## src/rtl/fifo_pkg.sv

```systemverilog
// Shared helpers for the external-RAM FIFO controller: the depth calculation
// and the parameter legality predicates that the top checks at elaboration.
package fifo_pkg;

    // Number of entries addressed by a pointer of depthLog address bits.
    function automatic int fifo_depth(input int depthLog);
        return 1 << depthLog;
    endfunction

    // Address width must stay within what the pointer arithmetic supports.
    function automatic bit fifo_depth_log_ok(input int depthLog);
        return (depthLog >= 2) && (depthLog <= 16);
    endfunction

    // almost_full must be reachable and must not fire on an empty FIFO.
    function automatic bit fifo_af_level_ok(input int afLevel, input int depthLog);
        return (afLevel >= 1) && (afLevel <= fifo_depth(depthLog));
    endfunction

    // almost_empty must not fire on a completely full FIFO.
    function automatic bit fifo_ae_level_ok(input int aeLevel, input int depthLog);
        return (aeLevel >= 0) && (aeLevel <= fifo_depth(depthLog) - 1);
    endfunction

    // Supported RAM read pipeline depths.
    function automatic bit fifo_rd_lat_ok(input int rdLat);
        return (rdLat >= 1) && (rdLat <= 4);
    endfunction

endpackage

```

## src/rtl/fifo_control_ext_valid_delay.sv

```systemverilog
// Delay line that turns the RAM read strobe into a data-valid strobe lined up
// with the RAM output. A synchronous clear drops reads that are still in flight.
module fifo_valid_delay #(
    parameter int RAM_RD_LAT = 1
) (
    input  logic clk_i,
    input  logic rst_i,
    input  logic clr_i,
    input  logic din_i,
    output logic dout_o
);

    logic [RAM_RD_LAT-1:0] pipe_q;
    logic [RAM_RD_LAT-1:0] pipe_d;

    // Shift the strobe one stage per cycle, newest sample entering stage 0.
    always_comb begin
        pipe_d    = '0;
        pipe_d[0] = din_i;
        for (int i = 1; i < RAM_RD_LAT; i++) begin
            pipe_d[i] = pipe_q[i-1];
        end
    end

    // Stage registers; a clear empties every stage so nothing in flight emerges.
    always_ff @(posedge clk_i or posedge rst_i) begin
        if (rst_i) begin
            pipe_q <= '0;
        end else if (clr_i) begin
            pipe_q <= '0;
        end else begin
            pipe_q <= pipe_d;
        end
    end

    assign dout_o = pipe_q[RAM_RD_LAT-1];

endmodule

```

## src/rtl/fifo_control_ext.sv

```systemverilog
// FIFO controller for an external simple dual-port RAM. Keeps the pointers,
// occupancy, level flags and sticky error bits, and drives the RAM ports.
// It holds no payload itself.
module fifo_control_ext
    import fifo_pkg::*;
#(
    parameter int WIDTH      = 8,
    parameter int DEPTH_LOG  = 8,
    parameter int AF_LEVEL   = (2 ** DEPTH_LOG) - 4,
    parameter int AE_LEVEL   = 4,
    parameter int RAM_RD_LAT = 1
) (
    input  logic                 clk_i,
    input  logic                 rst_i,
    input  logic                 flush_i,
    input  logic                 wr_req_i,
    input  logic [WIDTH-1:0]     wr_data_i,
    input  logic                 rd_req_i,
    input  logic                 clr_err_i,
    output logic                 full_o,
    output logic                 empty_o,
    output logic                 almost_full_o,
    output logic                 almost_empty_o,
    output logic [DEPTH_LOG:0]   count_o,
    output logic                 overflow_o,
    output logic                 underflow_o,
    output logic                 ram_wr_en_o,
    output logic [DEPTH_LOG-1:0] ram_wr_addr_o,
    output logic [WIDTH-1:0]     ram_wr_data_o,
    output logic                 ram_rd_en_o,
    output logic [DEPTH_LOG-1:0] ram_rd_addr_o,
    output logic                 rd_valid_o
);

    localparam int                 DEPTH   = fifo_depth(DEPTH_LOG);
    localparam logic [DEPTH_LOG:0] DEPTH_C = (DEPTH_LOG+1)'(DEPTH);
    localparam logic [DEPTH_LOG:0] AF_C    = (DEPTH_LOG+1)'(AF_LEVEL);
    localparam logic [DEPTH_LOG:0] AE_C    = (DEPTH_LOG+1)'(AE_LEVEL);

    // Reject illegal parameter combinations before anything is built.
    if (!fifo_depth_log_ok(DEPTH_LOG)) begin : gBadDepthLog
        $error("fifo_control_ext: DEPTH_LOG out of range 2..16");
    end
    if (!fifo_af_level_ok(AF_LEVEL, DEPTH_LOG)) begin : gBadAfLevel
        $error("fifo_control_ext: AF_LEVEL out of range 1..DEPTH");
    end
    if (!fifo_ae_level_ok(AE_LEVEL, DEPTH_LOG)) begin : gBadAeLevel
        $error("fifo_control_ext: AE_LEVEL out of range 0..DEPTH-1");
    end
    if (!fifo_rd_lat_ok(RAM_RD_LAT)) begin : gBadRdLat
        $error("fifo_control_ext: RAM_RD_LAT out of range 1..4");
    end

    // Pointers carry one extra wrap bit beyond the RAM address.
    logic [DEPTH_LOG:0]   wrPtr_q, wrPtr_d;
    logic [DEPTH_LOG:0]   rdPtr_q, rdPtr_d;
    logic [DEPTH_LOG:0]   count_q, count_d;
    logic                 full_q, full_d;
    logic                 empty_q, empty_d;
    logic                 almostFull_q, almostFull_d;
    logic                 almostEmpty_q, almostEmpty_d;
    logic                 overflow_q, overflow_d;
    logic                 underflow_q, underflow_d;
    logic                 ramWrEn_q;
    logic [DEPTH_LOG-1:0] ramWrAddr_q;
    logic [WIDTH-1:0]     ramWrData_q;
    logic                 ramRdEn_q;
    logic [DEPTH_LOG-1:0] ramRdAddr_q;

    logic wrAcc;
    logic rdAcc;

    // Accept decisions use the registered flags; flush masks both requests and
    // also keeps them from counting as errors. Flush forces the occupancy and
    // pointers back to zero, and the level flags follow from that zero count,
    // which lands them on their reset values.
    always_comb begin
        wrAcc       = wr_req_i & ~full_q  & ~flush_i;
        rdAcc       = rd_req_i & ~empty_q & ~flush_i;
        wrPtr_d     = wrPtr_q + {{DEPTH_LOG{1'b0}}, wrAcc};
        rdPtr_d     = rdPtr_q + {{DEPTH_LOG{1'b0}}, rdAcc};
        count_d     = count_q + {{DEPTH_LOG{1'b0}}, wrAcc} - {{DEPTH_LOG{1'b0}}, rdAcc};
        overflow_d  = overflow_q;
        underflow_d = underflow_q;

        if (flush_i) begin
            wrPtr_d = '0;
            rdPtr_d = '0;
            count_d = '0;
        end

        full_d        = (count_d == DEPTH_C);
        empty_d       = (count_d == '0);
        almostFull_d  = (count_d >= AF_C);
        almostEmpty_d = (count_d <= AE_C);

        if (clr_err_i) begin
            overflow_d  = 1'b0;
            underflow_d = 1'b0;
        end
        if (wr_req_i & full_q & ~flush_i) begin
            overflow_d = 1'b1;
        end
        if (rd_req_i & empty_q & ~flush_i) begin
            underflow_d = 1'b1;
        end
    end

    // Pointer, occupancy, flag and error state all move on the same edge.
    always_ff @(posedge clk_i or posedge rst_i) begin
        if (rst_i) begin
            wrPtr_q       <= '0;
            rdPtr_q       <= '0;
            count_q       <= '0;
            full_q        <= 1'b0;
            empty_q       <= 1'b1;
            almostFull_q  <= 1'b0;
            almostEmpty_q <= 1'b1;
            overflow_q    <= 1'b0;
            underflow_q   <= 1'b0;
        end else begin
            wrPtr_q       <= wrPtr_d;
            rdPtr_q       <= rdPtr_d;
            count_q       <= count_d;
            full_q        <= full_d;
            empty_q       <= empty_d;
            almostFull_q  <= almostFull_d;
            almostEmpty_q <= almostEmpty_d;
            overflow_q    <= overflow_d;
            underflow_q   <= underflow_d;
        end
    end

    // RAM port registers: strobes pulse for one cycle per accepted request,
    // addresses and write data hold their last values between strobes.
    always_ff @(posedge clk_i or posedge rst_i) begin
        if (rst_i) begin
            ramWrEn_q   <= 1'b0;
            ramWrAddr_q <= '0;
            ramWrData_q <= '0;
            ramRdEn_q   <= 1'b0;
            ramRdAddr_q <= '0;
        end else begin
            ramWrEn_q <= wrAcc;
            ramRdEn_q <= rdAcc;
            if (wrAcc) begin
                ramWrAddr_q <= wrPtr_q[DEPTH_LOG-1:0];
                ramWrData_q <= wr_data_i;
            end
            if (rdAcc) begin
                ramRdAddr_q <= rdPtr_q[DEPTH_LOG-1:0];
            end
        end
    end

    fifo_valid_delay #(
        .RAM_RD_LAT (RAM_RD_LAT)
    ) uValidDelay (
        .clk_i  (clk_i),
        .rst_i  (rst_i),
        .clr_i  (flush_i),
        .din_i  (ramRdEn_q),
        .dout_o (rd_valid_o)
    );

    assign full_o         = full_q;
    assign empty_o        = empty_q;
    assign almost_full_o  = almostFull_q;
    assign almost_empty_o = almostEmpty_q;
    assign count_o        = count_q;
    assign overflow_o     = overflow_q;
    assign underflow_o    = underflow_q;
    assign ram_wr_en_o    = ramWrEn_q;
    assign ram_wr_addr_o  = ramWrAddr_q;
    assign ram_wr_data_o  = ramWrData_q;
    assign ram_rd_en_o    = ramRdEn_q;
    assign ram_rd_addr_o  = ramRdAddr_q;

endmodule

```

## config.mk

```make
export PLATFORM = sky130hd
export DESIGN_NAME = fifo_control_ext
export DESIGN_NICKNAME = d
export VERILOG_FILES = /design/src/rtl/fifo_pkg.sv /design/src/rtl/fifo_control_ext_valid_delay.sv /design/src/rtl/fifo_control_ext.sv
export SDC_FILE = /design/constraint.sdc
export NUM_CORES = 1
export LEC_CHECK = 0
export CELL_PAD_IN_SITES_DETAIL_PLACEMENT = 0
export CELL_PAD_IN_SITES_GLOBAL_PLACEMENT = 1
export CORE_MARGIN = 1
export CORE_UTILIZATION = 40
export DETAILED_ROUTE_END_ITERATION = 16
export PLACE_DENSITY = 0.83
export SLEW_MARGIN = 30
export SYNTH_ARGS = -nofsm -noshare
export SYNTH_HDL_FRONTEND = slang
export SYNTH_SLANG_ARGS = --single-unit
export TNS_END_PERCENT = 10
```

## constraint.sdc

```tcl
create_clock -name clk_i -period 3.04 [get_ports clk_i]
set_input_delay 0.304 -clock clk_i [delete_from_list [all_inputs] [get_ports clk_i]]
set_output_delay 0.304 -clock clk_i [all_outputs]
set_load 0.005 [all_outputs]
```

# --- Word level (Yosys, flattened, before mapping) ---
# Cells that the tools add are included.
word_totals:
  word_cells: 43
  regBits: 60
  output_inout_bits: 42
op_classes:
  add_sub_neg: 4
  n_reduce_logical: 3
  n_mux: 7
  magnitude_cmp: 2
  n_bitwise: 11
  eq_ne: 1
ops:
  columns: ["operator", "count"]
  rows:
  - ["adder 9 x 1 -> 9 bit", 3]
  - ["two-way mux 9 bit", 3]
  - ["equality test 9 bit (second input constant)", 1]
  - [">= comparator 9 x 8 -> 1 bit (second input constant)", 1]
  - ["less-or-equal comparator 9 x 3 -> 1 bit (second input constant)", 1]
  - ["logical NOT 9 bit", 1]
  - ["subtractor 9 x 1 -> 9 bit", 1]
  - ["bitwise AND 1 bit", 8]
  - ["two-way mux 1 bit", 4]
  - ["nonzero test 2 bit", 2]
  - ["inverter 1 bit", 3]

# --- Longest topological paths before layout ---
logic_depth:
  ltp_word: 7
  ltp_mapped: 12
  depth_no_buf: 9

# --- By module ---
# From an unflattened synthesis, not the netlist that was laid out.
unflattened:
  cells_unflattened: 233
  area_unflattened_um2: 2768.9
modules_own_cells:
  columns: ["module", "n_inst", "cells_each", "seq_area_each_um2", "area_each_um2"]
  rows:
  - ["fifo_control_ext", 1, 230, 1428.9, 2726.4]
  - ["fifo_valid_delay", 1, 3, 25.0, 42.5]

# --- Least setup slack after synthesis ---
# OpenSTA, ideal clock, no wires.
synth_path:
  kind: "in2reg"
  startpoint: "in flush_i"
  endpoint: "reg full_q (netlist: full_o)"
  path_buffers: 3
  slack_ns: 0.197
  setup_ns: 0.088
  t_required_ns: 2.952
  stages: 12
  arrival_ns: 2.754
  path_cell_list: "buf_6 > nor3b_1 > buf_2 > buf_2 > xor2_1 > ha_1 > fa_1 > a21oi_1 > o21ai_1 > a2111o_1 > o211ai_2 > nor3b_1"
synth_via:
  elab_chain_cells: 6
  elab_cells_between_ends: 7
  cone_classes: "add/sub: 2; eq/ne: 1; mux: 1; bitwise: 3"
synth_lines:
  columns: ["item", "line", "text"]
  rows:
  - ["start: declaration", "fifo_control_ext.sv:15", "input logic flush_i,"]
  - ["inverter 1 bit", "fifo_control_ext.sv:78", "wrAcc = wr_req_i & ~full_q & ~flush_i;"]
  - ["bitwise AND 1 bit", "fifo_control_ext.sv:78", null]
  - ["named net wrAcc", "fifo_control_ext.sv:70", "logic wrAcc;"]
  - ["adder 9 x 1 -> 9 bit", "fifo_control_ext.sv:82", "count_d = count_q + {{DEPTH_LOG{1'b0}}, wrAcc} - {{DEPTH_LOG{1'b0}}, rdAcc};"]
  - ["subtractor 9 x 1 -> 9 bit", "fifo_control_ext.sv:82", null]
  - ["two-way mux 9 bit", "fifo_control_ext.sv:86", "if (flush_i) begin"]
  - ["named net count_d[8]", "fifo_control_ext.sv:57", "logic [DEPTH_LOG:0] count_q, count_d;"]
  - ["equality test 9 bit", "fifo_control_ext.sv:92", "full_d = (count_d == DEPTH_C);"]
  - ["named net full_d", "fifo_control_ext.sv:58", "logic full_q, full_d;"]
  - ["end signal: assignment", "fifo_control_ext.sv:125", "full_q <= full_d;"]
  - ["end: declaration", "fifo_control_ext.sv:58", null]
# The timed path passes the listed nets, and every way through them passes these cells.
# A chain may end at the register's enable or synchronous reset.

# --- Worst setup path after layout ---
layout_path:
  startpoint: "in rd_req_i"
  endpoint: "reg full_q (netlist: full_o)"
layout_via:
  elab_chain_cells: 5
layout_lines:
  columns: ["item", "line", "text"]
  rows:
  - ["start: declaration", "fifo_control_ext.sv:18", "input logic rd_req_i,"]
  - ["bitwise AND 1 bit (2 in series)", "fifo_control_ext.sv:79", "rdAcc = rd_req_i & ~empty_q & ~flush_i;"]
  - ["subtractor 9 x 1 -> 9 bit", "fifo_control_ext.sv:82", null]
  - ["two-way mux 9 bit", "fifo_control_ext.sv:86", null]
  - ["named net count_d[8]", "fifo_control_ext.sv:57", null]
  - ["equality test 9 bit", "fifo_control_ext.sv:92", null]
  - ["named net full_d", "fifo_control_ext.sv:58", null]
# The timed path passes the listed nets, and every way through them passes these cells.

==> out/results.txt <==
leakage: 0.00168 uW
CP Buf/Inv Count: 2
final WL: 5630 um
Post-Layout Cell Count: 382
wire per inst: 14.7 um
nets: 327
status: finished, final reports clean
setup bufs post-CTS: 0
Post-Synthesis Cell Area: 2760 sq um
Worst-Margin Slew: 0.719 ns
Area after DPL: 3440 sq um
Final Skew: 0.00746 ns
final setup fails: 0
# DRC: 0
Pins Over Slew Limit: 0
fill cell count: 568
Layout area overhead: 30.5%
top cells by area, synth: dfrtp_1, mux2_2, ha_1
CTS buffer count: 9
die area: 7240 sq um
CP top delay family: compound AO/OA/AOI/OAI gates
WP data required: 3.28 ns
Die Height: 85.1 um
DP Wirelength: 3950 um
total congestion overflow: 0
clk buf depth: 2
sequential area share after synthesis: 0.527
Setup crit end kind: flip-flop
Crit Path Max Fanout: 3
Root Driver: clkbuf_8
share of cells above drive strength 1: 0.197
Max IR drop VDD: 0.000296 V
diode count: 0
Worst Hold Class: in2async
routability cong.: 0.756
CP Launch Type: input port
H-tree lvl count: 3
kind of critical path: in2reg
met3 GRT Util: 0.0671
initial antenna violation count: 0
Avg Inst Size Synth: 11.9 sq um
CTS Hold Bufs: 0
syn nets: 259
met2 global-route usage: 0.265
Core Util, Final: 0.555
post-route antenna net violation count: 0
TNS Setup: 0 ns
width of the die: 85.1 um
pwr dens: 784 nW/um^2
core area: 6490 sq um
most frequent CP cell: nor3b_1
Synth cell types: 47
FMAX: 352 MHz
pin count of the biggest net entering global routing: 59
num rows: 29
Synth area leader: dfrtp_1
maxcap violations: 0
area of the multi-input gates: 1210 sq um
Slew HR: 0.520
# port buffers: 55
count of final hold-check violations: 0
Final min period: 2.84 ns
post-synth top area share: 0.507
M1 GR Usage: 0.215
CP Data Arrival Time: 3.09 ns
GR peak layer: met2
IO Pins: 56
RSZ-0062 raised after global routing: no
Synth Warn #: 0
Clock transition at path regs: 0.07 ns
fin area: 3600 sq um
slowest cell on the critical path: clkdlybuf4s50_1
delay of the slowest cell on the worst path: 0.50 ns
routed vias: 1960
clk sinks: 58
DR pass1 iterations: 4
Starting DRT DRC Count: 81
routed vias/inst: 5.13
Initial Utilization: 0.425
post-CTS resize count: 0
Clock Latency Late Sink: 0.33 ns
register area: 1450 sq um
CTS tree: built
number of global-route vias before repair: 2000
first-pass GRT wire length: 9410 um
worst-path cell chain: clkdlybuf4s50_1 > nor3b_1 > buf_4 > xor2_1 > ha_1 > fa_1 > a21oi_1 > o21ai_1 > a2111o_1 > o211ai_2 > nor3b_1
Synth Register Bits: 58
post-synthesis cell count: 232
dpl cells: 366
Total GRT Usage: 0.170
final period utilization: 0.935
-- final cells by class --
cell class,instances,share of cell area
Clock buffer,13,0.0413
Clock inverter,3,0.00417
Inverter,13,0.0135
Multi-Input combinational cell,152,0.335
Sequential cell,58,0.403
Tap cell,77,0.0267
Timing Repair Buffer,66,0.176
-- registers in the layout, indices dropped and copies added, names as in the netlist, 8 cells and up --
| name | count |
|---|---|
| count_o | 9 |
| ram_rd_addr_o | 8 |
| ram_wr_addr_o | 8 |
| ram_wr_data_o | 8 |
| rdPtr_q | 8 |
| wrPtr_q | 8 |
-- metrics by stage --
step | hold WS (ns) | total power, uW | worst slack (ns)
after global routing | 0.519 | 3020 | 0.0637
after CTS | 0.507 | 2860 | 0.240
after detailed placement | 0.491 | 2250 | -0.134
after floorplan | 0.456 | 1810 | 0.197
after global placement | 0.477 | 2230 | -0.0386
final | 0.503 | 2830 | 0.196
-- where the power goes --
| part | total [uW] | switching (uW) | internal [uW] | leakage [uW] |
|---|---|---|---|---|
| Sequential | 955 | 69.2 | 886 | 0.000769 |
| Combinational | 1280 | 643 | 634 | 0.000821 |
| Clock | 596 | 281 | 314 | 0.0000872 |
| Total | 2830 | 993 | 1830 | 0.00168 |
-- metal layers --
layer	share of wire	vias up
li1	-	960
met5	0	-
met3	0.052	6
met4	0.010	0
met1	0.47	960
met2	0.47	34
-- worst paths after layout --
| check | from | to | slack, ns | depth (start not counted) |
|---|---|---|---|---|
| setup reg to reg | empty_o | full_o | 0.25 | 10 |
| hold reg to reg | overflow_o | overflow_o | 0.50 | 1 |
| max in group asynchronous | rst_i | count_o[1] | 2.07 | 3 |
| setup / recovery | rd_req_i | full_o | 0.20 | 11 |
| hold / removal | rst_i | ram_rd_addr_o[3] | 0.50 | 3 |
| min in group clk_i | overflow_o | overflow_o | 0.50 | 1 |
-- worst register-to-register path: cells and delay by family, from the launching register on --
family,cells,cell delay [ns]
compound gates,4,0.91
fa+ha+maj,2,0.64
flops,1,0.57
simple gates,2,0.29
buf+inv,1,0.15
xor+xnor,1,0.15
-- placed cells by master (no fill, tap or decap), types with 2 or more instances in the layout --
cell type,synthesis,layout
a21oi_1,6,6
ha_1,12,12
a21o_1,2,2
mux2_2,24,24
xnor2_1,7,7
nor2b_1,7,7
dfrtp_1,56,56
clkdlybuf4s50_1,0,55
nor2_1,23,23
nor4b_1,2,2
dfstp_2,2,2
xor2_1,10,10
buf_4,0,11
nor3b_1,7,6
a32o_1,2,2
nand2_1,6,6
o21ai_0,2,2
inv_1,13,12
and3_1,4,4
nor3_1,2,2
clkbuf_8,0,10
clkbuf_1,1,3
nand3_1,10,10
nor4_1,3,3
clkinv_2,0,3
-- Yosys cell counts, drive strengths merged --
cell and number:
nor4 4, or2 1, o211ai 1, nor3 4, o21ai 3, nand3 10, nor4bb 1, o31ai 1
a31o 1, or2b 1, and3 4, nand4 1, a41oi 1, nor2b 7, a211o 1, a32o 2
xnor2 7, nor3b 7, inv 13, a221o 1, fa 1, or4 1, nor4b 2, a21o 2
dfstp 2, nand2 6, dfrtp 56, nand2b 1, xor2 10, o2111a 1, mux2 24, buf 8
ha 12, a2111o 1, o211a 1, clkbuf 1, nor2 23, a31oi 1, a211oi 2, a21oi 6
-- cell families (layout without fill, tap and decap cells) --
group                      Yosys count  in the layout  share of synthesized area
DFF                                 58             58                      0.527
xor gates and xnor gates            17             17                     0.0539
buffers and inverters               22             95                     0.0376
adders and majority gates           13             13                     0.0616
muxes                               24             24                     0.0979
AOI/OAI and AO/OA                   25             25                     0.0707
and+or+nand+nor                     73             73                      0.152
No activity file was read; power rests on OpenSTA's default activity.
